### src/rtl/sdsu_bus_pkg.sv
// Shared definitions for the SDSU bus responder: default widths, wait-counter
// width and the FSM state encoding.
package sdsu_bus_pkg;

    localparam int DEF_ADDR_W = 5;
    localparam int DEF_DATA_W = 32;
    localparam int CNT_W      = 4;

    typedef enum logic [1:0] {
        S_IDLE = 2'd0,
        S_WAIT = 2'd1,
        S_ACK  = 2'd2
    } state_t;

endpackage

### src/rtl/sdsu_bus_regfile.sv
// Register file for the SDSU bus responder: 2**ADDR_W x DATA_W, one synchronous
// write port, one asynchronous read port, synchronous active-low clear.
// Optional feature: define SDSU_BUS_ZERO_REG_EN to hard-wire register 0 to zero.
module sdsu_bus_regfile import sdsu_bus_pkg::*; #(
    parameter int ADDR_W = DEF_ADDR_W,
    parameter int DATA_W = DEF_DATA_W
) (
    input  logic              clk,
    input  logic              rst_n,
    input  logic              we,
    input  logic [ADDR_W-1:0] wa,
    input  logic [DATA_W-1:0] wd,
    input  logic [ADDR_W-1:0] ra,
    output logic [DATA_W-1:0] rd
);

    localparam int DEPTH = 2 ** ADDR_W;

    logic [DATA_W-1:0] mem_q [DEPTH];
    logic              wr_en;

`ifdef SDSU_BUS_ZERO_REG_EN
    // Register 0 never stores anything, so writes to it are dropped and reads see zero.
    assign wr_en = we && (wa != '0);
    assign rd    = (ra == '0) ? '0 : mem_q[ra];
`else
    assign wr_en = we;
    assign rd    = mem_q[ra];
`endif

    // Clear every register on reset, otherwise perform the single write of the cycle.
    always_ff @(posedge clk) begin
        if (!rst_n) begin
            for (int i = 0; i < DEPTH; i++) begin
                mem_q[i] <= '0;
            end
        end else if (wr_en) begin
            mem_q[wa] <= wd;
        end
    end

endmodule

### src/rtl/sdsu_bus_slave.sv
// SDSU bus responder: latches a request on the strobe, waits WAIT_CYCLES states,
// then commits one write and one (write-first) read and holds ready until the
// strobe drops. Optional feature: SDSU_BUS_ZERO_REG_EN makes register 0 read as
// zero with no forwarding of a simultaneous write to address 0.
module sdsu_bus_slave import sdsu_bus_pkg::*; #(
    parameter int ADDR_W      = DEF_ADDR_W,
    parameter int DATA_W      = DEF_DATA_W,
    parameter int WAIT_CYCLES = 2
) (
    input  logic              clk,
    input  logic              rst_n,
    input  logic              signal,
    input  logic [ADDR_W-1:0] w_adr,
    input  logic [ADDR_W-1:0] r_adr,
    input  logic [DATA_W-1:0] w_data,
    output logic [DATA_W-1:0] r_data,
    output logic              ready
);

    localparam logic [CNT_W-1:0] WAIT_CNT = CNT_W'(WAIT_CYCLES);

    state_t             state_q,  state_d;
    logic [CNT_W-1:0]   cnt_q,    cnt_d;
    logic [ADDR_W-1:0]  w_adr_q,  w_adr_d;
    logic [ADDR_W-1:0]  r_adr_q,  r_adr_d;
    logic [DATA_W-1:0]  w_data_q, w_data_d;
    logic [DATA_W-1:0]  r_data_q, r_data_d;
    logic               ready_q,  ready_d;
    logic               commit;
    logic [DATA_W-1:0]  rf_rd;
    logic [DATA_W-1:0]  rd_fwd;

    sdsu_bus_regfile #(
        .ADDR_W (ADDR_W),
        .DATA_W (DATA_W)
    ) u_regfile (
        .clk   (clk),
        .rst_n (rst_n),
        .we    (commit),
        .wa    (w_adr_q),
        .wd    (w_data_q),
        .ra    (r_adr_q),
        .rd    (rf_rd)
    );

`ifdef SDSU_BUS_ZERO_REG_EN
    assign rd_fwd = (r_adr_q == '0)      ? '0       :
                    (r_adr_q == w_adr_q) ? w_data_q : rf_rd;
`else
    assign rd_fwd = (r_adr_q == w_adr_q) ? w_data_q : rf_rd;
`endif

    // Next-state logic: capture in IDLE, count wait states, commit, then hold until strobe drops.
    always_comb begin
        state_d  = state_q;
        cnt_d    = cnt_q;
        w_adr_d  = w_adr_q;
        r_adr_d  = r_adr_q;
        w_data_d = w_data_q;
        r_data_d = r_data_q;
        ready_d  = ready_q;
        commit   = 1'b0;
        case (state_q)
            S_IDLE: begin
                if (signal) begin
                    w_adr_d  = w_adr;
                    r_adr_d  = r_adr;
                    w_data_d = w_data;
                    cnt_d    = '0;
                    state_d  = S_WAIT;
                end
            end
            S_WAIT: begin
                if (!signal) begin
                    state_d = S_IDLE;
                end else if (cnt_q == WAIT_CNT) begin
                    commit   = 1'b1;
                    r_data_d = rd_fwd;
                    ready_d  = 1'b1;
                    state_d  = S_ACK;
                end else begin
                    cnt_d = cnt_q + 1'b1;
                end
            end
            S_ACK: begin
                if (!signal) begin
                    ready_d = 1'b0;
                    state_d = S_IDLE;
                end
            end
            default: begin
                ready_d = 1'b0;
                state_d = S_IDLE;
            end
        endcase
    end

    // State, request latches and registered outputs; reset abandons any transaction in flight.
    always_ff @(posedge clk) begin
        if (!rst_n) begin
            state_q  <= S_IDLE;
            cnt_q    <= '0;
            w_adr_q  <= '0;
            r_adr_q  <= '0;
            w_data_q <= '0;
            r_data_q <= '0;
            ready_q  <= 1'b0;
        end else begin
            state_q  <= state_d;
            cnt_q    <= cnt_d;
            w_adr_q  <= w_adr_d;
            r_adr_q  <= r_adr_d;
            w_data_q <= w_data_d;
            r_data_q <= r_data_d;
            ready_q  <= ready_d;
        end
    end

    assign r_data = r_data_q;
    assign ready  = ready_q;

endmodule

### config.mk
export PLATFORM = sky130hd
export DESIGN_NAME = sdsu_bus_slave
export DESIGN_NICKNAME = d
export VERILOG_FILES = /design/src/rtl/sdsu_bus_pkg.sv /design/src/rtl/sdsu_bus_regfile.sv /design/src/rtl/sdsu_bus_slave.sv
export SDC_FILE = /design/constraint.sdc
export NUM_CORES = 2
export LEC_CHECK = 0
export CAP_MARGIN = 20
export CORE_ASPECT_RATIO = 0.7
export CORE_UTILIZATION = 24
export DETAILED_ROUTE_END_ITERATION = 16
export PLACE_DENSITY_LB_ADDON = 0.15
export SLEW_MARGIN = 20
export SYNTH_ARGS = -nofsm -noshare
export SYNTH_HDL_FRONTEND = slang
export SYNTH_SLANG_ARGS = --single-unit
### constraint.sdc
create_clock -name clk -period 4.8 [get_ports clk]
set_input_delay 0.48 -clock clk [delete_from_list [all_inputs] [get_ports clk]]
set_output_delay 0.48 -clock clk [all_outputs]
set_load 0.05 [all_outputs]
After elaboration in Yosys (flattened, before gate mapping)
Memory sizes are Yosys's and may differ from the RTL's. A register that Yosys moved wholly into a read port is not among the register bits. Cells that the tools add are included.

Flip-flop bits (word level): 49. Bits in writable memories: 1024. Bits of input ports: 45. Output and inout bits: 33. Word-level logic and storage cells: 50. Memories kept: 1.

Memories: u_regfile.mem_q (words 32, bits a word 32, read ports 1, clocked after Yosys merged registers in 1, write ports 32, line sdsu_bus_regfile.sv:19) `logic [DATA_W-1:0] mem_q [DEPTH];`.

Add/sub/neg operators: 1. Equal/unequal tests: 9. Mux-type cells: 23. Bitwise logic cells: 1. Reduce and logical (&&, ||, !) cells: 9.

Operators with widths (number): 32-bit two-way mux (1); 32-bit OR reduction (1); 4-bit two-way mux (3); 1-bit two-way mux (11); 2-bit inequality test (second input constant) (5); 2-bit two-way mux (4); 4-bit one-hot mux with 2 select lines (1); 4-bit AND reduction (2); 2-bit one-hot mux with 3 select lines (1); 3-bit AND reduction (2); 5-bit two-way mux (1); 4-bit by 1-bit adder with 4-bit output (second input constant) (1); 4-bit by 2-bit equality test with 1-bit output (second input constant) (1); 3-bit inequality test (second input constant) (1); 1-bit one-hot mux with 3 select lines (1); 2-bit by 1-bit equality test with 1-bit output (second input constant) (1); 2-bit equality test (second input constant) (1); 2-bit logical NOT (1); 2-bit AND reduction (1); 2-bit nonzero test (1); 1-bit logical NOT (1); 1-bit NOT (1).

Longest topological paths before layout
Depth after elaboration: 9. Depth in mapped cells: 11. Gate-level depth less buffers: 7.

Cells and area by module
From an unflattened synthesis, not the netlist that was laid out.

Cells, all modules: 3900. Area total of the unflattened synthesis: 50433.4 sq um.

By module, submodules not included: sdsu_bus_regfile (times used 1, cells an instance 3488, area each 47036.4 sq um, sequential area each 30749.5 sq um); sdsu_bus_slave (times used 1, cells an instance 412, area each 3397.0 sq um, sequential area each 1621.6 sq um).

Worst setup path after synthesis
Ideal clock, no wire load.

Path kind: register -> register. Start point: register cnt_q[0]. End point: memory u_regfile.mem_q[26][0] (netlist bit) (enable). Library setup time: 0.466 ns. Data arrival time: 3.910 ns. Data required time: 4.334 ns. Slack: 0.424 ns. Cell stages (with the launch flop): 9. Buffers on the path: 2. Clock period less this slack: 4.376 ns. Cells stage by stage: dfxtp_1 -> inv_1 -> ha_1 -> and4bb_1 -> nand3_1 -> or3b_1 -> buf_2 -> buf_2 -> o21ai_0.

RTL lines: from (decl) (line sdsu_bus_slave.sv:23) `logic [CNT_W-1:0] cnt_q, cnt_d;`; from (signal assigned) (line sdsu_bus_slave.sv:110) `cnt_q <= cnt_d;`; to (decl) (line sdsu_bus_regfile.sv:19).

==> results.toml <==
[placement]
gp_congestion = 0.738
place_inst = 5949
io_buffers = 77
dp_hpwl_mm = 97.5
dp_slack_ns = 0.889

[global_route]
grt_usage_pct = 15.5
use_met2_pct = 21.3
busiest_layer = "met1"
overflow = 0
grt_max_degree = 66
use_met3_pct = 2.79
grt_pass1_wl_mm = 226
grt_pass1_vias = 27400
antenna_found_initial = 11
met1_usage_pct = 24.6

[run_status]
status = "completed"

[power]
power_frac_seq_pct = 51.6
finalPower_mw = 21.2
vdd_ir_drop_max_mv = 0.286
netSwitchingFraction_pct = 23.7
p_switching_mw = 5.04
pwr-share-comb_pct = 6.4
p_int_mw = 16.2
p_per_area_nw_per_um2 = 367
p_leak_nw = 19.7
clockPowerShare_pct = 42.0

[floorplanning]
dieArea_um2 = 208000
start_util_pct = 24.1
core_um2 = 205000
boundaryPins = 78
rows = 139
die_w_um = 545
die_h_um = 382

[cts]
cts_hold_buffers = 0
clk_pin_slew_ns = 0.08
post-cts-setup-buffers = 0
clock_path_buffers = 3
worstSkewPairLatency_ns = 0.76
cts-htree-levels = 3
cts_resized = 0
cts_root_buffer = "clkbuf_16"
cts_buffers = 113
cts_sinks = 1105
cts_tree = "built"

[worst_setup_path]
startpoint_type = "flip-flop"
cp_slowest_cell = "or3b_1"
reg2reg_depth = 8
critPathArrivalTime_ns = 3.80
crit_family = "simple AND/OR/NAND/NOR gates"
critPathBufInv = 3
cp_num_cells = 8
crit_required_ns = 5.18
cp_max_fo = 30
slowest_delay_ns = 0.71
regToRegStartpoint = "cnt_q[0]"
path_common_cell = "buf_4"
critical_path.startpoint = "cnt_q[0]"
cp_cell_sequence = "inv_1 > ha_1 > and4bb_1 > nand3_1 > or3b_1 > buf_4 > o21ai_4 > buf_4"
endpoint_kind = "flip-flop"
critPathKind = "flip-flop to flip-flop"

[cells_and_area]
drive_above_1_share_pct = 19.1
fillCellCount = 20600
num-nets-final = 3363
stdcell_count = 6178
synthToLayoutAreaGrowth_pct = 17.2

[job]
maxCapViolCount = 0

[routing]
via_count = 27100
first_pass_iters = 5
wl_mm = 161
drc = 0
ant_nets = 0
wl_per_cell_um = 26.1
drt_iter0_markers = 2530
routed_via_density = 4.38

[yosys]
postSynthCellCount = 3293
synth-seq-area-share_pct = 65.4
syn_avg_cell_area_um2 = 15.0
synth_cell_types = 51
synth-edff-count = 1024
synth-seq-cells = 1105
synth_area_um2 = 49500
synthFlopType = "edfxtp_1"
syn_nets = 3340
async_flop_share_pct = 0
ys_warn_count = 0

[sta]
slew_headroom_pct = 24.4
setup_viol = 0
fin_skew_ns = 0.0199
setup_slack_ns = 1.38
drv_slew = 0
tightest_slew_ns = 1.13
grt_setup_unrepaired = "false"
fin_tns_setup_ns = 0
period_minus_slack_ns = 3.42
hold_viol_final = 0
fmax_mhz = 292
fin_crit_sh_pct = 71.3
holdWs_ns = 0.217

[hold_path]
hold_path.class = "input port to flip-flop"
min-delay-start = "rst_n"
holdPathStages = 2
## flip-flops by register name, summed over array words and instances (netlist names)
| signal | cells |
|---|---|
| u_regfile.mem_q | 1024 |
| w_adr_q | 5 |
| ready | 1 |
| cnt_q | 4 |
| r_adr_q | 5 |
| state_q | 2 |
| r_data | 32 |
| w_data_q | 32 |
## power groups by stage
stage	sequential, mW	clock (mW)	combinational (mW)
2_1_floorplan	11.1	0	0.801
3_3_place_gp	11.2	0	1.39
3_5_place_dp	11.2	0	1.39
4_1_cts	11.0	9.19	1.39
5_1_grt	11.0	9.53	1.45
6_report	11.0	8.92	1.36
## layout by cell type, fill, tap and decap left out, drive strengths merged, types with 6 or more instances in the layout
cell type	synthesis	layout
diode	0	17
nor2b	6	6
nor3	20	20
bufinv	0	7
a21oi	20	20
nand2	136	136
clkdlybuf4s50	0	76
clkbuf	236	159
edfxtp	1024	1024
clkinv	0	38
o221ai	18	18
a221o	13	13
dfxtp	81	81
or3b	6	6
inv	5	8
and2	1029	1029
nor2	51	51
o22ai	32	32
a221oi	9	9
a21boi	42	42
mux4	247	247
and3	33	33
a211oi	12	12
o21ai	39	39
buf	85	153
mux2i	74	74
a22oi	34	34
## worst paths after layout
kind	to	slack [ns]
worst min register to register	w_data_q[14]	0.47
worst max register to register	u_regfile.mem_q[26][11]	1.38
worst min-delay path	w_data_q[12]	0.22
worst max-delay path	u_regfile.mem_q[26][11]	1.38
## logic make-up (layout without fill, tap and decap cells)
group / count (synthesis) / count (layout) / share of synthesized area [%]
multiplexers: 323 / 323 / 12.8
other: 0 / 17 / 0
AO/OA/AOI/OAI: 225 / 225 / 3.18
XOR/XNOR: 5 / 5 / 0.0885
adder cells (fa/ha/maj): 2 / 2 / 0.0506
flip-flops: 1105 / 1105 / 65.4
buffers and inverters: 326 / 445 / 2.81
AND/OR/NAND/NOR: 1307 / 1307 / 15.6
## cell usage after synthesis, types with 5 or more instances
library cell  count  share of area [%]
a211oi_1         12               0.18
a21boi_0         42               0.64
a21oi_1          20               0.20
a221o_1          13               0.26
a221oi_1          9               0.16
a22oi_1          34               0.52
and2_1         1029                 13
and3_1           33               0.42
buf_1             6              0.046
buf_2            64               0.65
buf_4            10               0.15
clkbuf_1        230                1.7
clkbuf_2          6              0.061
dfxtp_1          81                3.3
edfxtp_1       1024                 62
inv_1             5              0.038
mux2i_1          74                1.5
mux4_2          247                 11
nand2_1         136                1.0
nand3_1           5              0.051
nand3b_1          5              0.076
nor2_1           45               0.34
nor2_2            5              0.063
nor2b_1           6              0.076
nor3_1           20               0.20
o21ai_0          39               0.39
o221ai_1         18               0.32
o22ai_1          32               0.40
xor2_1            5              0.089
## area by class of cell
cell class | instances | area (µm²) | share of cell area (%)
Clock buffer | 159 | 3140 | 5.42
Tap cell | 2749 | 3440 | 5.93
Timing Repair Buffer | 229 | 2210 | 3.81
Clock inverter | 52 | 435 | 0.751
Sequential cell | 1105 | 32400 | 55.9
Inverter | 5 | 18.8 | 0.0324
Antenna cell | 17 | 42.5 | 0.0734
Multi-Input combinational cell | 1862 | 16300 | 28.1
## through the flow
| step | area [µm²] | util, % |
|---|---|---|
| global placement | 54300 | 26.5 |
| floorplan | 49500 | - |
| finish | 58000 | 28.3 |
| detailed placement | 54300 | 26.5 |
| CTS | 57900 | 28.2 |
| global route | 57900 | 28.3 |
## layer usage
| metal | up-vias | part of all wire [%] |
|---|---|---|
| met5 | - | 0 |
| met4 | 0 | 1.9 |
| met3 | 177 | 5.6 |
| met2 | 634 | 41 |
| met1 | 14100 | 51 |
| li1 | 12100 | - |
Power figures use the tool's default switching activity.
